$ cat src/rtl/bcd_updown_counter_scan.sv
// Multi-decade synchronous BCD up/down counter with parallel load, terminal-count
// pulse and a time-multiplexed common-segment 7-segment scan driver.

module bcd_updown_counter_scan_digit (
  input  logic [3:0] d_i,
  input  logic       up_i,
  input  logic       step_i,
  output logic [3:0] nxt_o,
  output logic       term_o
);
  // term_o: this decade is at its wrap point for the current direction,
  // so a step here also steps the next decade.
  assign term_o = up_i ? (d_i == 4'd9) : (d_i == 4'd0);

  always_comb begin
    nxt_o = d_i;
    if (step_i) begin
      if (term_o) nxt_o = up_i ? 4'd0 : 4'd9;
      else        nxt_o = up_i ? d_i + 4'd1 : d_i - 4'd1;
    end
  end
endmodule

module bcd_updown_counter_scan #(
  parameter int DIGITS   = 2,
  parameter int SCAN_DIV = 4
) (
  input  logic                  clk,
  input  logic                  reset,
  input  logic                  en,
  input  logic                  up,
  input  logic                  load,
  input  logic [4*DIGITS-1:0]   load_val,
  output logic [4*DIGITS-1:0]   count,
  output logic                  tc,
  output logic                  load_err,
  output logic [DIGITS-1:0]     digit_sel,
  output logic [6:0]            seg
);
  localparam int DIV_W = (SCAN_DIV > 1) ? $clog2(SCAN_DIV) : 1;
  localparam int IDX_W = (DIGITS > 1) ? $clog2(DIGITS) : 1;

  logic [DIGITS-1:0][3:0] cnt_q, cnt_d, nxt, lv;
  logic [DIGITS:0]        step;
  logic [DIGITS-1:0]      term, lv_ok;
  logic                   tc_q, tc_d, lerr_q, lerr_d;
  logic [DIV_W-1:0]       div_q, div_d;
  logic [IDX_W-1:0]       idx_q, idx_d;
  logic [3:0]             sel_dig;

  assign lv      = load_val;
  assign step[0] = en;

  // Carry chain is purely combinational: every decade updates on the same edge.
  generate
    for (genvar k = 0; k < DIGITS; k++) begin : g_dig
      bcd_updown_counter_scan_digit u_dig (
        .d_i    (cnt_q[k]),
        .up_i   (up),
        .step_i (step[k]),
        .nxt_o  (nxt[k]),
        .term_o (term[k])
      );
      assign step[k+1] = step[k] & term[k];
      assign lv_ok[k]  = (lv[k] <= 4'd9);
    end
  endgenerate

  always_comb begin
    cnt_d  = cnt_q;
    tc_d   = 1'b0;
    lerr_d = 1'b0;
    if (load) begin
      if (&lv_ok) cnt_d  = lv;
      else        lerr_d = 1'b1;
    end else if (en) begin
      cnt_d = nxt;
      tc_d  = step[DIGITS];
    end
  end

  always_comb begin
    div_d = div_q + DIV_W'(1);
    idx_d = idx_q;
    if (div_q == DIV_W'(SCAN_DIV - 1)) begin
      div_d = '0;
      idx_d = (idx_q == IDX_W'(DIGITS - 1)) ? '0 : idx_q + IDX_W'(1);
    end
  end

  always_ff @(posedge clk or posedge reset) begin
    if (reset) begin
      cnt_q  <= '0;
      tc_q   <= 1'b0;
      lerr_q <= 1'b0;
      div_q  <= '0;
      idx_q  <= '0;
    end else begin
      cnt_q  <= cnt_d;
      tc_q   <= tc_d;
      lerr_q <= lerr_d;
      div_q  <= div_d;
      idx_q  <= idx_d;
    end
  end

  always_comb begin
    digit_sel = '0;
    sel_dig   = '0;
    for (int k = 0; k < DIGITS; k++) begin
      if (idx_q == IDX_W'(k)) begin
        digit_sel[k] = 1'b1;
        sel_dig      = cnt_q[k];
      end
    end
  end

  always_comb begin
    case (sel_dig)
      4'd0:    seg = 7'b1111110;
      4'd1:    seg = 7'b0110000;
      4'd2:    seg = 7'b1101101;
      4'd3:    seg = 7'b1111001;
      4'd4:    seg = 7'b0110011;
      4'd5:    seg = 7'b1011011;
      4'd6:    seg = 7'b1011111;
      4'd7:    seg = 7'b1110000;
      4'd8:    seg = 7'b1111111;
      4'd9:    seg = 7'b1111011;
      default: seg = 7'b0000000;
    endcase
  end

  assign count    = cnt_q;
  assign tc       = tc_q;
  assign load_err = lerr_q;
endmodule

$ cat config.mk
export PLATFORM = sky130hd
export DESIGN_NAME = bcd_updown_counter_scan
export DESIGN_NICKNAME = d
export VERILOG_FILES = /design/src/rtl/bcd_updown_counter_scan.sv
export SDC_FILE = /design/constraint.sdc
export NUM_CORES = 1
export LEC_CHECK = 0
export ABC_AREA = 0
export CORE_AREA = 2 2 59 50
export DETAILED_ROUTE_END_ITERATION = 12
export DIE_AREA = 0 0 61 52
export PLACE_DENSITY = 0.77
export SETUP_SLACK_MARGIN = 0.3
export SYNTH_ARGS = -nofsm -noshare
export SYNTH_HDL_FRONTEND = slang
export SYNTH_SLANG_ARGS = --single-unit
export TNS_END_PERCENT = 20
$ cat constraint.sdc
create_clock -name clk -period 2.27 [get_ports clk]
set_clock_uncertainty 0.15 [all_clocks]
set_input_delay 0.3405 -clock clk [delete_from_list [all_inputs] [get_ports clk]]
set_output_delay 0.3405 -clock clk [all_outputs]
set_load 0.005 [all_outputs]
==> reports/qor.yml <==
run_status:
  violations: "negative setup slack"
  status: "finished, violations left"
cells_and_area:
  final_net_count: 221
  final_common_cell: "buf_4"
  n_antenna_cell: 0
  fin_area_sq_um: 1840
  final_util_pct: 70.5
  final_cell_mix: "22 x buf_4, 21 x clkdlybuf4s50_1, 12 x dfrtp_1"
  area_growth_pct: 56.3
  layout-drive-gt1-share_pct: 36.1
floorplanning:
  start_util_pct: 45.1
  chipHeight_um: 52
  core_area_sq_um: 2620
  die-width_um: 61
  dieArea_sq_um: 3170
  row_count: 17
  ios: 32
drt:
  ant_nets: 0
  drtPass1Iterations: 4
  avgViaCountPerCell: 5.27
  num_vias: 1222
  wl_per_cell_um: 15.2
  routed_wl_um: 3520
  drt_iter0_drc: 34
  drc: 0
global_route:
  grt_usage_pct: 25.1
  grt_pass1_wl_um: 5690
  grt_start_max_net_pins: 14
  gr-total-overflow: 0
  grt_pass1_vias: 1225
  antenna_found_initial: 0
timing:
  setup_violations: 3
  fin_crit_sh_pct: 101
  fmaxAchievable_mhz: 435
  setup_slack_ns: -0.0268
  finalHoldViolations: 0
  worst_pin_slew_ns: 0.536
  drv_slew: 0
  timing.slew.headroom_pct: 64.2
  period_minus_slack_ns: 2.30
  rsz0062_at_grt: "yes"
  fin_setup_tns_ns: -0.0361
logic_synthesis:
  syn_inst: 133
  synth_ff_type: "dfrtp_1"
  syn_area_per_cell_sq_um: 8.87
  synthArstFlopShare_pct: 100
  synth_edf_count: 0
  syn_nets: 159
  synthesis.area_sq_um: 1180
  yosysSeqAreaShare_pct: 27.6
  ys_ff_latch: 13
  ys_types: 41
  yosysWarnings: 0
clock_tree:
  cts_buffers: 3
  htree_num_levels: 1
  clk_path_buf_depth: 2
  cts_tree: "built"
  cts.sinks: 13
  path_clk_slew_ns: 0.09
  clkLatencyLatePin_ns: 0.29
  cts-root-buf: "clkbuf_4"
  holdBufCountCts: 0
placement:
  pre_cts_ws_ns: -0.248
  routabilityCongestion: 0.816
  post_dp_cell_area_sq_um: 1650
  hpwlAfterDp_um: 2480
  io_buffers: 31
power:
  irDropWorstVdd_v: 0.000444
  p_leak_nw: 0.886
  powerDensity_nw_per_um2: 799
job:
  cap_viol_max_count: 0
worst_setup_path:
  crit_type: "reg -> out"
  crit_fanout: 5
  cp.required_ns: 1.78
  rr_startpoint: "count[5]$_DFFE_PP0P_"
  worstPathArrival_ns: 1.81
  end_kind: "output pin"
  cp-start-kind: "flop"
  reg2reg_depth: 7
  critical_path.startpoint: "idx_q$_DFFE_PP0P_"
min_path:
  holdCritPathClass: "in -> async"
-- critical path, cell delays in order (launching register included) --
cell	delay (ns)
dfrtp_2	0.47
inv_2	0.14
a21boi_4	0.07
buf_6	0.12
buf_4	0.14
ha_1	0.20
a22o_1	0.24
buf_2	0.13
-- final cells by class --
| class | instances | area, sq um |
|---|---|---|
| fill | 194 | 772 |
| clock buffer | 4 | 26.3 |
| sequential | 13 | 327 |
| multi-input combinational | 103 | 840 |
| tap | 38 | 47.5 |
| timing repair buffer | 63 | 561 |
| inverter | 11 | 43.8 |
-- power by group --
group	switching [W]	internal, W	total [W]
registers	0.0000426	0.000275	0.000318
logic	0.000472	0.000530	0.00100
clock network	0.0000856	0.0000684	0.000154
total	0.000600	0.000874	0.00147
-- cell families after synthesis --
family                     after synthesis  synth area share (%)
xor gates and xnor gates                 5                  3.71
muxes                                    4                  3.50
adders and majority gates               13                  15.1
DFF                                     13                  27.6
buffers and inverters                   17                  9.01
and+or+nand+nor                         37                  15.5
AOI/OAI and AO/OA                       44                  25.7
-- cells in the mapped netlist, drive strengths merged, types with 2 or more instances --
library cell | instances | share of area (%)
a21oi | 12 | 5.4
mux2i | 3 | 2.5
nand3 | 2 | 0.85
nor3 | 4 | 1.7
o22ai | 2 | 1.1
o211ai | 2 | 1.3
or3 | 2 | 1.5
o21ai | 13 | 5.8
buf | 3 | 2.0
ha | 11 | 12
a21boi | 3 | 1.9
clkbuf | 3 | 3.5
xnor2 | 2 | 1.5
a31oi | 2 | 1.1
nor2 | 11 | 3.5
dfrtp | 13 | 28
inv | 11 | 3.5
a21o | 2 | 1.3
a211oi | 2 | 2.3
and2b | 2 | 1.5
fa | 2 | 3.4
nand2 | 10 | 3.2
a22oi | 2 | 1.3
xor2 | 3 | 2.2
and3 | 2 | 1.1
-- through the flow --
stage / power [W] / hold WS (ns) / std cells
global placement: 0.00115 / 0.264 / 218
floorplan: 0.000763 / 0.0675 / 133
CTS: 0.00141 / 0.251 / 232
global route: 0.00158 / 0.305 / 232
detailed placement: 0.00119 / 0.270 / 218
finish: 0.00147 / 0.239 / 232
-- per-layer routing --
metal	routed length (um)	vias to the layer above	global-route usage (%)
li1	-	597	-
met1	1520	570	31.9
met2	1720	49	41.0
met3	238	6	6.97
met4	48	0	7.25
met5	0	-	0
-- final timing paths --
kind / to / slack (ns)
max reg2reg: count[7]$_DFFE_PP0P_ / 0.15
max in group asynchronous: idx_q$_DFFE_PP0P_ / 1.34
max: seg[2] / -0.03
min reg2reg: div_q[0]$_DFF_PP0_ / 0.28
min: tc$_DFF_PP0_ / 0.24
min in group clk: div_q[0]$_DFF_PP0_ / 0.28
-- repair_timing --
item | 4_1_cts | 5_1_grt
gates resized for setup | 54 | 12
setup buffers | 10 | 0
endpoints found under the setup margin | 14 | 18
pin swaps | 7 | 7
-- registers in the layout, summed over array words and instances, names as in the netlist --
| register | cells |
|---|---|
| load_err | 1 |
| idx_q | 1 |
| count | 8 |
| div_q | 2 |
| tc | 1 |
No activity file was read; power rests on OpenSTA's default activity.
==> variant 1: new RTL, same flow settings <==
Set the parameter `SCAN_DIV` to 8 (it was 4).
--- a/src/rtl/bcd_updown_counter_scan.sv
+++ b/src/rtl/bcd_updown_counter_scan.sv
@@ -24,5 +24,5 @@
 module bcd_updown_counter_scan #(
   parameter int DIGITS   = 2,
-  parameter int SCAN_DIV = 4
+  parameter int SCAN_DIV = 8
 ) (
   input  logic                  clk,
Formal check against the unedited RTL: not equivalent (Yosys sat finds a counterexample within 10 cycles, from zero or initial values and one cycle with reset high).
==> variant 1 against the unedited design <==
The run still ends with setup timing left; total power up 9.2%; sequential cell count increased by 1; synthesized cell count grew 1.5%; maximum frequency shrank 1.7%; wire length grew 11%; area after synthesis up 1.7%; utilization increased by 4.1 points; worst setup slack got worse by 41 ps; highest routed layer unchanged; design area increased by 5.8%; sequential share of layout area is 0.32 points higher; critical path type unchanged; clock power increased by 24%; count of clock-buffer cells in the layout is the same; global-route usage decreased by 1.1 points; critical endpoint is now seg[1].
==> variant 1: results (changes against the unedited design) <==
** Drt
- Number of DRC markers in iteration 0 :: 72 (+110%)

** Placed design
- The sum of net half-perimeters after detailed placement came to 2.56 mm (+3.2%).
- The setup slack at placement is -214 ps (+34.5 ps).
- Cell area reported after detailed placement :: 0.00171 mm^2 (+4.0%)

** Worst setup path
- Reg2Reg Setup Slack :: 240 ps (+90 ps)
- The arrival time at the worst endpoint was 1850 ps (+40 ps).
- The worst-case reg-to-reg path depth came to 6 (-1).
- Tracing the worst setup path back leads to its startpoint at idx_q.
- R2R Path Start :: count[0]

** Yosys
- The synthesized netlist net count is 162 (+1.9%).
- Proportion of synthesized chip area in sequential cells :: 29.2% (+1.6 points)
- Cell count after synthesis :: 135 (+1.5%)
- Cell types occupying the most area after synthesis :: sky130_fd_sc_hd__dfrtp_1, sky130_fd_sc_hd__ha_1, sky130_fd_sc_hd__o21ai_0
- The synthesized-area fraction occupied by adder cells is 15.8% (+0.79 points).

** Global route
- The overall global routing resource usage was 23.9% (-1.1 points).
- The global-route track usage on met2 is 39.4% (-1.6 points).
- Vias in the first global route :: 1,204 (-1.7%)
- Global routing usage on met3 :: 5.47% (-1.5 points)
- The global-route track usage on met1 is 31.2% (-0.69 points).

** Run status
- Outcome :: finished with violations
- The checks that failed: setup timing.

** Timing
- The count of final setup violators came to 4 (+1).
- Min setup slack post-route :: -67.3 ps (-40.6 ps)

** Power and ir drop
- The switching share of power was 40.9% (+0.18 points).
- Leakage power :: 0.000911 uW (+2.9%)

** Finish
- The net count reported at finish came to 223 (+0.90%).
variant 1: changes by cell type after synthesis, sizes merged, moves of 2 or more:
cell    delta
nor2b      +6
o22ai      -2
clkbuf     -2
nor2       +2
buf        +2
and2b      -2
a21boi     -2
variant 1: worst min path at each step:
| stage | slack, ps | cells after the start | startpoint | endpoint |
|---|---|---|---|---|
| finish | 250 | 2 | reset | count[3] |
| floorplan | 80 | 1 | reset | count[0] |
| CTS | 270 | 2 | reset | tc |
| global route | 300 | 2 | reset | count[3] |
| detailed placement | 280 | 1 | div_q[0] | div_q[0] |
| global placement | 260 | 1 | div_q[0] | div_q[0] |
variant 1: layout make-up:
type,instances,area [um^2]
Inverter,10,37.5
Clock buffer,4,36.3
Sequential cell,14,352
Timing Repair Buffer,62,537
Fill cell,193,666
Tap cell,38,47.5
Multi-Input combinational cell,105,941
variant 1: power groups by stage:
stage          Combinational (uW)  Clock, uW  Sequential, uW
2_1_floorplan                 420          0             361
3_3_place_gp                  849          0             333
3_5_place_dp                  889          0             334
4_1_cts                       909        195             337
5_1_grt                      1150        209             349
6_report                     1080        191             343
variant 1: through the flow:
step | utilization [%] | setup TNS [ps] | hold slack [ps]
after CTS | 69.1 | 0 | 269
after detailed placement | 65.5 | -1570 | 279
after floorplan | - | 0 | 79.7
after global placement | 65.5 | -1010 | 264
final | 74.6 | -166 | 253
after global routing | 74.6 | -562 | 302
variant 1: layer usage:
layer  share of wire [%]  vias to the layer above
met5                   0                        -
met4                0.31                        0
met3                 5.3                        4
met2                  51                       55
met1                  43                      633
li1                    -                      596
variant 1: repair_timing:
| item | CTS | global route |
|---|---|---|
| gates resized for setup | 47 | 35 |
| pin swaps | 7 | 17 |
| setup buffers | 4 | 2 |
| setup endpoints to repair | 15 | 17 |
| cloned | 0 | 0 |
==> variant 2: new RTL, config.mk and constraints unchanged <==
Made on the original files. Reset style: synchronous (`reset`), changed in one clocked block.
--- a/src/rtl/bcd_updown_counter_scan.sv
+++ b/src/rtl/bcd_updown_counter_scan.sv
@@ -89,5 +89,5 @@
   end
 
-  always_ff @(posedge clk or posedge reset) begin
+  always_ff @(posedge clk) begin
     if (reset) begin
       cnt_q  <= '0;
Behaviour: differs if reset is asserted again (counterexample within 4 cycles, from zero or initial values and one cycle with reset high); with reset held inactive, the same outputs for 10 cycles.
==> variant 2 against the unedited design <==
Final cell count grew 1.3%; area after synthesis fell by 6.4%; count of clock-buffer cells in the layout stayed put; largest power group unchanged; wire length grew 4.0%; sequential cell count unchanged; critical endpoint is now seg[3]; worst setup slack gained 94 ps; die area unchanged; total power decreased by 33%; design area grew 4.2%.
==> variant 2: results (changes against the unedited design) <==
** Run status
- Outcome :: completed

** Worst setup path
- Worst setup endpoint :: seg[3]
- Critical Path Source :: idx_q
- Signal arrival time at the worst endpoint :: 1710 ps (-100 ps)
- R2R Path Start :: count[6]
- Cells on worst reg2reg path :: 7 (unchanged)
- Reg2Reg Setup Slack :: 120 ps (-30 ps)
- Family with the most delay on the worst path :: flip-flops
- The endpoint identified for the worst register-to-register timing path is count[7].
- Critical-path cell with the highest stage delay :: sky130_fd_sc_hd__dfxtp_4

** Power and ir drop
- Worst-case vdd ir drop :: 0.397 mV (-11%)
- The leakage power was 0.000781 uW (-12%).
- Switching fraction of total power :: 37.2% (-3.5 points)
- Power Dens Cells :: 515 mW/mm^2 (-36%)

** Min path
- Type of the most critical hold path :: register to register

** Drt
- The routed wire length was 3.66 mm (+4.0%).
- The number of vias in the routed layout was 1,290 (+5.6%).
- Length of routed met3 wiring :: 290 um (+22%)
- The initial DRC count came to 64 (+88%).
- Met2 WL :: 1.86 mm (+8.4%)

** Global route
- The overall global routing resource usage came to 23.8% (-1.2 points).
- GRT met1 Usage :: 29.4% (-2.5 points)
- The via count of the first global-routing pass was 1,215 (-0.82%).
- First-pass GRT wire length :: 5.59 mm (-1.7%)

** Placed design
- The routability congestion estimate from global placement was 0.841 (+3.0%).
- The cell area after placement came to 0.00167 mm^2 (+1.1%).

** Yosys
- The mux contribution to synthesized area was 2.83% (-0.67 points).
- XOR/XNOR Fraction of Synth Area :: 3.17% (-0.54 points)
- The async set or reset register ratio after synthesis was 0% (-100 points).
- Proportion of synthesized chip area in sequential cells :: 23.6% (-4.0 points)
- Yosys attributes the largest share of cell area to sky130_fd_sc_hd__dfxtp_1, sky130_fd_sc_hd__ha_1, sky130_fd_sc_hd__a21oi_1.
- Most used flip-flop cell after synthesis :: sky130_fd_sc_hd__dfxtp_1
- The synthesized-area fraction occupied by adder cells is 16.1% (+1.0 points).
- By count the netlist is led by sky130_fd_sc_hd__dfxtp_1, sky130_fd_sc_hd__ha_1, sky130_fd_sc_hd__a21oi_1, sky130_fd_sc_hd__nor2_1.
- The compound-cell area share of the yosys netlist is 28.9% (+3.2 points).

** Clocking
- The CTS clock-pin slew for the worst setup and hold paths came to 70 ps (-20 ps).
- Post-CTS setup repair buffer count :: 9 (-1)
- # resized after CTS :: 59 (+9.3%)

** Finish
- The number of filler instances in the final layout came to 180 (-7.2%).
- Net count, final :: 224 (+1.4%)
- The number of non-filler instances in the completed layout came to 235 (+1.3%).

** Timing
- The worst-case hold slack is 282 ps (+42.8 ps).
- The minimum setup slack in the final design is 67.0 ps (+93.8 ps).
- Max-Slew Margin vs Limit :: 64.8% (+0.62 points)
==> variant 2: cell types whose count changed after synthesis, moves of 4 or more <==
cell                       before  now
sky130_fd_sc_hd__a211oi_1       1    6
sky130_fd_sc_hd__nor2b_1        0    4
sky130_fd_sc_hd__dfxtp_1        0   13
sky130_fd_sc_hd__clkbuf_1       0    4
sky130_fd_sc_hd__dfrtp_1       13    0
==> variant 2: final cells by class <==
type | instances | share of cell area, %
Sequential cell | 13 | 13.8
Clock buffer | 4 | 1.37
Timing Repair Buffer | 67 | 29.5
Tap cell | 38 | 2.47
Multi-Input combinational cell | 105 | 50.8
Inverter | 8 | 2.08
==> variant 2: power groups by stage <==
| stage | Sequential [uW] | Clock [uW] | Combinational (uW) |
|---|---|---|---|
| after floorplan | 283 | 0 | 239 |
| after global placement | 272 | 0 | 455 |
| after detailed placement | 274 | 0 | 470 |
| after CTS | 270 | 147 | 519 |
| after global routing | 277 | 160 | 614 |
| final | 275 | 148 | 568 |
